$ cat src/rtl/ppu_layer_mixer.sv
// ============================================================================
// ppu_layer_mixer
// ----------------------------------------------------------------------------
// Purpose:
//   N-layer priority compositor for the PPU. Every pixel clock it takes one
//   colour per sprite/tile layer and outputs the colour of the lowest-index
//   layer that is both enabled and not equal to the transparent colour key.
//   If no layer qualifies, it outputs a programmable background colour.
//
//   The layer enable mask and background colour are written over Avalon into
//   shadow registers. The shadow values are copied into the active registers
//   once per frame, at a programmable raster point, so a frame never shows a
//   half-updated configuration. The IMMEDIATE control bit bypasses this and
//   updates the active copy on the same edge as the write.
//
//   The datapath is a 2-stage pipeline. The raster counters travel alongside
//   it, so hcount_out/vcount_out always describe the pixel on RGB_output.
//
// Ports:
//   clk         in   pixel/system clock
//   reset       in   synchronous, active-low reset (0 = in reset)
//   chipselect  in   Avalon select
//   write       in   Avalon write strobe (needs chipselect as well)
//   address     in   [2:0]  register index: 0 EN_MASK, 1 BG_COLOR, 2 CTRL
//   writedata   in   [31:0] register data
//   hcount      in   [9:0]  raster column of layer_rgb this cycle
//   vcount      in   [9:0]  raster row of layer_rgb this cycle
//   layer_rgb   in   [NUM_LAYERS*COLOR_W-1:0] layer i at [i*COLOR_W +: COLOR_W]
//   RGB_output  out  [COLOR_W-1:0] composited pixel
//   layer_hit   out  [$clog2(NUM_LAYERS)-1:0] winning layer (0 on background)
//   hit_valid   out  1 = a layer won, 0 = background shown
//   hcount_out  out  [9:0] hcount delayed 2 cycles
//   vcount_out  out  [9:0] vcount delayed 2 cycles
// ============================================================================
module ppu_layer_mixer #(
    parameter int                 NUM_LAYERS  = 20,
    parameter int                 COLOR_W     = 24,
    parameter logic [COLOR_W-1:0] TRANSPARENT = 24'h202020,
    parameter logic [9:0]         H_COMMIT    = 10'd0,
    parameter logic [9:0]         V_COMMIT    = 10'd480
) (
    input  logic                          clk,
    input  logic                          reset,
    input  logic                          chipselect,
    input  logic                          write,
    input  logic [2:0]                    address,
    input  logic [31:0]                   writedata,
    input  logic [9:0]                    hcount,
    input  logic [9:0]                    vcount,
    input  logic [NUM_LAYERS*COLOR_W-1:0] layer_rgb,
    output logic [COLOR_W-1:0]            RGB_output,
    output logic [$clog2(NUM_LAYERS)-1:0] layer_hit,
    output logic                          hit_valid,
    output logic [9:0]                    hcount_out,
    output logic [9:0]                    vcount_out
);

    localparam int HIT_W = $clog2(NUM_LAYERS);

    // ------------------------------------------------------------------------
    // Register-file decode
    // ------------------------------------------------------------------------
    logic w_write;
    logic w_wrMask;
    logic w_wrBg;
    logic w_wrCtrl;
    logic w_commit;

    assign w_write  = chipselect & write;
    assign w_wrMask = w_write & (address == 3'd0);
    assign w_wrBg   = w_write & (address == 3'd1);
    assign w_wrCtrl = w_write & (address == 3'd2);

    // Once-per-frame raster point at which shadow copies become active.
    assign w_commit = (hcount == H_COMMIT) && (vcount == V_COMMIT);

    // ------------------------------------------------------------------------
    // Configuration state
    // ------------------------------------------------------------------------
    logic [NUM_LAYERS-1:0] r_shadowMask;
    logic [NUM_LAYERS-1:0] r_activeMask;
    logic [COLOR_W-1:0]    r_shadowBg;
    logic [COLOR_W-1:0]    r_activeBg;
    logic                  r_immediate;
    logic                  r_blank;

    // CTRL is not shadowed: a write here changes behaviour from the next edge.
    always_ff @(posedge clk) begin
        if (!reset) begin
            r_immediate <= 1'b0;
            r_blank     <= 1'b0;
        end else if (w_wrCtrl) begin
            r_immediate <= writedata[0];
            r_blank     <= writedata[1];
        end
    end

    // Layer enable mask. The shadow always takes a write. The active copy
    // takes the written value directly in IMMEDIATE mode; otherwise it loads
    // the shadow at the commit point. On a commit edge that also carries a
    // normal write, the active copy picks up the shadow value from before the
    // write, and the new value waits for the next frame.
    always_ff @(posedge clk) begin
        if (!reset) begin
            r_shadowMask <= '1;
            r_activeMask <= '1;
        end else begin
            if (w_wrMask) begin
                r_shadowMask <= writedata[NUM_LAYERS-1:0];
            end
            if (w_wrMask && r_immediate) begin
                r_activeMask <= writedata[NUM_LAYERS-1:0];
            end else if (w_commit) begin
                r_activeMask <= r_shadowMask;
            end
        end
    end

    // Background colour. The shadow/active handling matches the mask above.
    always_ff @(posedge clk) begin
        if (!reset) begin
            r_shadowBg <= TRANSPARENT;
            r_activeBg <= TRANSPARENT;
        end else begin
            if (w_wrBg) begin
                r_shadowBg <= writedata[COLOR_W-1:0];
            end
            if (w_wrBg && r_immediate) begin
                r_activeBg <= writedata[COLOR_W-1:0];
            end else if (w_commit) begin
                r_activeBg <= r_shadowBg;
            end
        end
    end

    // ------------------------------------------------------------------------
    // Stage 1: per-layer opacity qualification
    // ------------------------------------------------------------------------
    logic [NUM_LAYERS-1:0] w_opaque;

    // A layer competes only if it is enabled in the active mask and is not
    // showing the colour key.
    always_comb begin
        w_opaque = '0;
        for (int i = 0; i < NUM_LAYERS; i++) begin
            w_opaque[i] = r_activeMask[i] &
                          (layer_rgb[i*COLOR_W +: COLOR_W] != TRANSPARENT);
        end
    end

    logic [NUM_LAYERS*COLOR_W-1:0] r_s1Colors;
    logic [NUM_LAYERS-1:0]         r_s1Opaque;
    logic [9:0]                    r_s1H;
    logic [9:0]                    r_s1V;
    logic                          r_s1Blank;

    // Stage 1 registers the opacity vector along with the raw colours, the
    // raster position and the BLANK flag, so all of them stay with the pixel.
    always_ff @(posedge clk) begin
        if (!reset) begin
            r_s1Colors <= '0;
            r_s1Opaque <= '0;
            r_s1H      <= '0;
            r_s1V      <= '0;
            r_s1Blank  <= 1'b0;
        end else begin
            r_s1Colors <= layer_rgb;
            r_s1Opaque <= w_opaque;
            r_s1H      <= hcount;
            r_s1V      <= vcount;
            r_s1Blank  <= r_blank;
        end
    end

    // ------------------------------------------------------------------------
    // Stage 2: priority selection
    // ------------------------------------------------------------------------
    logic [HIT_W-1:0]   w_win;
    logic               w_anyOpaque;
    logic [COLOR_W-1:0] w_winColor;

    // Priority encoder. The loop scans from the highest index down, and each
    // opaque layer overwrites the previous candidate. The last write, from the
    // lowest opaque index, therefore wins. The colour is picked inside the
    // same loop, which keeps the part-select index inside the layer range.
    always_comb begin
        w_win       = '0;
        w_anyOpaque = 1'b0;
        w_winColor  = '0;
        for (int i = NUM_LAYERS - 1; i >= 0; i--) begin
            if (r_s1Opaque[i]) begin
                w_win       = HIT_W'(i);
                w_anyOpaque = 1'b1;
                w_winColor  = r_s1Colors[i*COLOR_W +: COLOR_W];
            end
        end
    end

    logic [COLOR_W-1:0] r_rgbOut;
    logic [HIT_W-1:0]   r_hitOut;
    logic               r_hitValid;
    logic [9:0]         r_hOut;
    logic [9:0]         r_vOut;

    // Output register. The background colour is taken from the active
    // register at this edge rather than carried through stage 1. A commit
    // therefore changes the background on the very next output pixel.
    always_ff @(posedge clk) begin
        if (!reset) begin
            r_rgbOut   <= '0;
            r_hitOut   <= '0;
            r_hitValid <= 1'b0;
            r_hOut     <= '0;
            r_vOut     <= '0;
        end else begin
            r_hOut <= r_s1H;
            r_vOut <= r_s1V;
            if (r_s1Blank || !w_anyOpaque) begin
                r_rgbOut   <= r_activeBg;
                r_hitOut   <= '0;
                r_hitValid <= 1'b0;
            end else begin
                r_rgbOut   <= w_winColor;
                r_hitOut   <= w_win;
                r_hitValid <= 1'b1;
            end
        end
    end

    assign RGB_output = r_rgbOut;
    assign layer_hit  = r_hitOut;
    assign hit_valid  = r_hitValid;
    assign hcount_out = r_hOut;
    assign vcount_out = r_vOut;

endmodule
$ cat config.mk
export PLATFORM = sky130hd
export DESIGN_NAME = ppu_layer_mixer
export DESIGN_NICKNAME = d
export VERILOG_FILES = /design/src/rtl/ppu_layer_mixer.sv
export SDC_FILE = /design/constraint.sdc
export NUM_CORES = 1
export LEC_CHECK = 0
export BUFFER_PORTS_ARGS = -buffer_cell sky130_fd_sc_hd__buf_4
export CORE_ASPECT_RATIO = 1.5
export CORE_MARGIN = 1
export CORE_UTILIZATION = 28
export CTS_BUF_LIST = sky130_fd_sc_hd__clkbuf_2
export DETAILED_ROUTE_END_ITERATION = 8
export PLACE_DENSITY_LB_ADDON = 0.12
export SYNTH_ARGS = -nofsm -noshare
export SYNTH_HDL_FRONTEND = slang
export SYNTH_SLANG_ARGS = --single-unit
$ cat constraint.sdc
create_clock -name clk -period 2.5 [get_ports clk]
set_clock_uncertainty 0.1 [all_clocks]
set_input_delay 0 -clock clk [delete_from_list [all_inputs] [get_ports clk]]
set_output_delay 0 -clock clk [all_outputs]
set_load 0.01 [all_outputs]
==> results of run 1 <==
[stage by stage]
stage,instances,TNS (ps)
after floorplan,2452,0
after global placement,4138,-215
after detailed placement,4138,-313
[cell usage after synthesis (3+ instances only)]
cell	instances
and4_1	20
buf_4	4
nor2b_1	44
nor2_1	49
or2_2	5
and2_1	522
o21a_1	3
a21boi_0	23
a31oi_1	41
o221ai_1	24
a22oi_1	5
o31ai_1	27
a31o_1	13
buf_6	7
o211ai_1	8
nand2_1	150
inv_1	22
nand3_1	41
a221oi_1	84
o21ai_0	104
clkbuf_1	155
mux2i_1	21
dfxtp_1	661
a221o_1	42
nor4_1	65
o311a_1	7
nor4b_1	61
o22ai_1	18
o211a_1	40
a211oi_1	34
or3_1	3
nand2b_1	18
buf_2	12
a211o_1	12
nor3_1	22
a21oi_1	57
[cell families after synthesis]
group | Yosys count | share of synthesized area (%)
muxes | 21 | 0.862
AOI/OAI and AO/OA | 552 | 16.7
buffers and inverters | 204 | 3.48
and+or+nand+nor | 1014 | 24.7
DFF | 661 | 54.3
==> impl_metrics.env, run 1 <==
export IMPL_dieHeight_um=363
export IMPL_synth_area_leaders="dfxtp_1 (54%), and2_1 (13%), a221oi_1 (3.0%)"
export IMPL_gp_congestion=0.955
export IMPL_yosysSeqAreaShare_pct=54.3
export IMPL_cts_root_buf="clkbuf_2"
export IMPL_status="aborted with a tool error"
export IMPL_ioPinCount=589
export IMPL_dp_hpwl_um=92900
export IMPL_ctsHoldBuffers=885
export IMPL_synth_nets=2991
export IMPL_place_ws_ps=-139
export IMPL_async_flop_share_pct=0
export IMPL_lastStage="clock tree synthesis"
export IMPL_ys_seq_elements=661
export IMPL_start_util_pct=28.3
export IMPL_synth_edff_count=0
export IMPL_cts_resized_gates=5
export IMPL_post_cts_buffers=0
export IMPL_numCtsBuffers=161
export IMPL_rows=132
export IMPL_clk_path_buf_depth=3
export IMPL_post_dp_cell_area_mm2=0.0306
export IMPL_ys_flop_type="dfxtp_1"
export IMPL_yosys_warnings=0
export IMPL_io_buffers=580
export IMPL_synth_distinct_cells=59
export IMPL_synth_area_per_cell_um2=9.94
export IMPL_synth_top_area_share_pct=54.3
export IMPL_post_synth_top_area_cell="dfxtp_1"
export IMPL_htree_levels=4
export IMPL_syn_inst=2452
export IMPL_syn_cell_area_mm2=0.0244
export IMPL_firstError="[ERROR RSZ-0060] Max buffer count reached."
export IMPL_cts_sinks=661
export IMPL_die_x_um=243
==> inputs of run 2 (changes only) <==
Settings changed: CORE_ASPECT_RATIO 1.5 to default, CORE_UTILIZATION 28 to 20, CTS_BUF_LIST sky130_fd_sc_hd__clkbuf_2 to default, PLACE_DENSITY_LB_ADDON 0.12 to 0.15.
==> run 2 against run 1 <==
The run now ends clean. Synthesized cell count stayed put. Area after synthesis did not move.
==> impl_metrics.env, run 2 <==
export IMPL_status="finished clean"
export IMPL_grt_pass1_wl_um=187000
export IMPL_drtAntennaViolNets=0
export IMPL_rsz0062_at_grt="no"
export IMPL_async_flop_share_pct=0
export IMPL_largest_reg_flops=480
export IMPL_synth_top_area_share_pct=54.3
export IMPL_wirelength_um=135000
export IMPL_synth_most_common_cell="dfxtp_1"
export IMPL_cp_top_family="compound AO/OA/AOI/OAI gates"
export IMPL_clk_pin_slew_ps=60
export IMPL_design_core_area_mm2=0.120
export IMPL_hold_class="primary input to flip-flop"
export IMPL_cts_tree="built"
export IMPL_pwr_share_seq_pct=40.9
export IMPL_p_leak_nw=17.9
export IMPL_post_dp_cell_area_mm2=0.0314
export IMPL_dr_pass1_iters=6
export IMPL_hold_violations=0
export IMPL_grt_pass1_vias=26337
export IMPL_pwr_share_clk_pct=44.9
export IMPL_yosys_warnings=0
export IMPL_p_switching_w=0.00697
export IMPL_ir_worst_vdd_mv=0.436
export IMPL_area_growth_syn_to_layout_pct=75.9
export IMPL_antenna_found_initial=23
export IMPL_io_buffers=580
export IMPL_place_ws_ps=-192
export IMPL_final_cell_mix="dlygate4sd3_1 (866), buf_4 (729), dfxtp_1 (661), and2_1 (522), nand2_1 (150)"
export IMPL_layout_drive_gt1_share_pct=22.2
export IMPL_htree_levels=3
export IMPL_dp_hpwl_um=103000
export IMPL_setup_violations_final=0
export IMPL_numCtsBuffers=80
export IMPL_viasPerCell=4.42
export IMPL_start_util_pct=20.2
export IMPL_die_x_um=351
export IMPL_crit_chain="or2_2 -> a221oi_1 -> o21ai_0 -> a221oi_1 -> buf_4 -> o211ai_1 -> a32o_1"
export IMPL_cts_root_buf="clkbuf_16"
export IMPL_layout_commonest_cell="dlygate4sd3_1"
export IMPL_cp_arrival_ps=2870
export IMPL_critPathSlowestCell="or2_2"
export IMPL_clk_path_buf_depth=3
export IMPL_power_frac_comb_pct=14.2
export IMPL_ioPinCount=589
export IMPL_gp_congestion=0.883
export IMPL_dieHeight_um=351
export IMPL_rows=127
export IMPL_route_detailed_drc=0
export IMPL_synth_area_leaders="dfxtp_1 (54%), and2_1 (13%), a221oi_1 (3.0%)"
export IMPL_fin_crit_sh_pct=96.3
export IMPL_tightestPinTransition_ps=993
export IMPL_track_usage_pct=21.3
export IMPL_drtIter0Drc=1726
export IMPL_cp_required_ps=2960
export IMPL_overflow=0
export IMPL_insertion_delay_ps=670
export IMPL_die_area_mm2=0.123
export IMPL_vias=24893
export IMPL_cap_violations=0
export IMPL_netSwitchingFraction_pct=25.1
export IMPL_ys_flop_type="dfxtp_1"
export IMPL_whs_ps=26.0
export IMPL_synth_nets=2991
export IMPL_synth_area_per_cell_um2=9.94
export IMPL_yosysSeqAreaShare_pct=54.3
export IMPL_pwr_density_cell_mw_per_mm2=647
export IMPL_critical_path_max_stage_delay_ps=390
export IMPL_fin_nets=4502
export IMPL_n_fill_cell=12364
export IMPL_synthTopCellsByCount="dfxtp_1 (661), and2_1 (522), clkbuf_1 (155)"
export IMPL_ys_seq_elements=661
export IMPL_critPathKind="flip-flop to flip-flop"
export IMPL_layout_setup_ws_ps=92.7
export IMPL_syn_cell_area_mm2=0.0244
export IMPL_slew_headroom_pct=33.6
export IMPL_maxSlewViolCount=0
export IMPL_fin_crit_ps=2410
export IMPL_post_synth_top_area_cell="dfxtp_1"
export IMPL_path_max_fanout=6
export IMPL_path_buf_inv=1
export IMPL_cpMostUsedCell="a221oi_1"
export IMPL_end_kind="flip-flop"
export IMPL_largest_register="r_s1Colors"
export IMPL_wl_per_cell_um=24.0
export IMPL_synth_distinct_cells=59
export IMPL_fmax_ghz=0.415
export IMPL_p_int_w=0.0208
export IMPL_critPathLaunchType="flip-flop"
export IMPL_fin_area_mm2=0.0429
export IMPL_syn_inst=2452
export IMPL_cts_sinks=661
export IMPL_synth_edff_count=0
export IMPL_grt_start_max_net_pins=102
run 2: cell counts after synthesis:
Identical to the previous run, type by type.
run 2: final cells by class:
| class | instances | area [um2] | area share, % |
|---|---|---|---|
| Antenna cell | 4 | 10.0 | 0.0233 |
| Tap cell | 1612 | 2020 | 4.70 |
| Timing Repair Buffer | 1609 | 14400 | 33.6 |
| Sequential cell | 661 | 13200 | 30.9 |
| Clock buffer | 106 | 2250 | 5.25 |
| Inverter | 24 | 90.1 | 0.210 |
| Multi-Input combinational cell | 1587 | 10400 | 24.2 |
| Clock inverter | 33 | 532 | 1.24 |
run 2: repair_timing:
action                                  CTS  global route
endpoints found under the setup margin    5             6
pin swaps                                 0             0
hold buffers                            866             0
setup buffers                             0             0
resized for setup                         5             6
endpoints found under the hold margin   638             0
run 2: power groups by stage:
stage	sequential (W)	clock [W]	combinational (W)
after global routing	0.0114	0.0132	0.00417
after global placement	0.0116	0	0.00283
final	0.0113	0.0125	0.00394
after detailed placement	0.0116	0	0.00282
after floorplan	0.0114	0	0.000992
after CTS	0.0113	0.0128	0.00393
run 2: path summary, 6_finish.rpt:
| kind | start | endpoint | slack (ps) | cells past startpoint |
|---|---|---|---|---|
| hold / removal | layer_rgb[238] | r_s1Colors[238] | 30 | 3 |
| hold reg to reg | r_activeMask[0] | r_s1Opaque[0] | 330 | 2 |
| setup / recovery | r_s1Opaque[12] | RGB_output[3] | 90 | 7 |
| setup reg to reg | r_s1Opaque[12] | RGB_output[3] | 90 | 7 |
run 2: metrics by stage:
step / power, W / setup TNS, ps / util, % / instances
after detailed placement: 0.0144 / -353 / 26.1 / 4627
after floorplan: 0.0124 / 0 / - / 2452
after global routing: 0.0287 / 0 / 35.6 / 5634
after global placement: 0.0144 / -340 / 26.1 / 4627
final: 0.0278 / 0 / 35.6 / 5636
after CTS: 0.0280 / 0 / 35.6 / 5632
run 2: cell families (layout without fill, tap and decap cells):
family | Yosys count | count (layout) | synth area share (%)
buf+inv | 204 | 1772 | 3.48
other cells | 0 | 4 | 0
compound gates | 552 | 552 | 16.7
simple gates | 1014 | 1014 | 24.7
flops | 661 | 661 | 54.3
mux | 21 | 21 | 0.862
run 2: routing by layer:
layer  share of wire, %  vias up  track usage, %
met2                 48      809            36.4
met5              0.067        -               0
met4                2.6       14            6.34
li1                   -    11762               -
met1                 44    12142            27.3
met3                5.4      166            3.29
run 2: worst reg2reg max path, stage by stage, from the launching register on:
cell,delay [ps]
dfxtp_1,330
or2_2,390
a221oi_1,320
o21ai_0,270
a221oi_1,340
buf_4,200
o211ai_1,120
a32o_1,240
(Power assumes the default switching activity.)
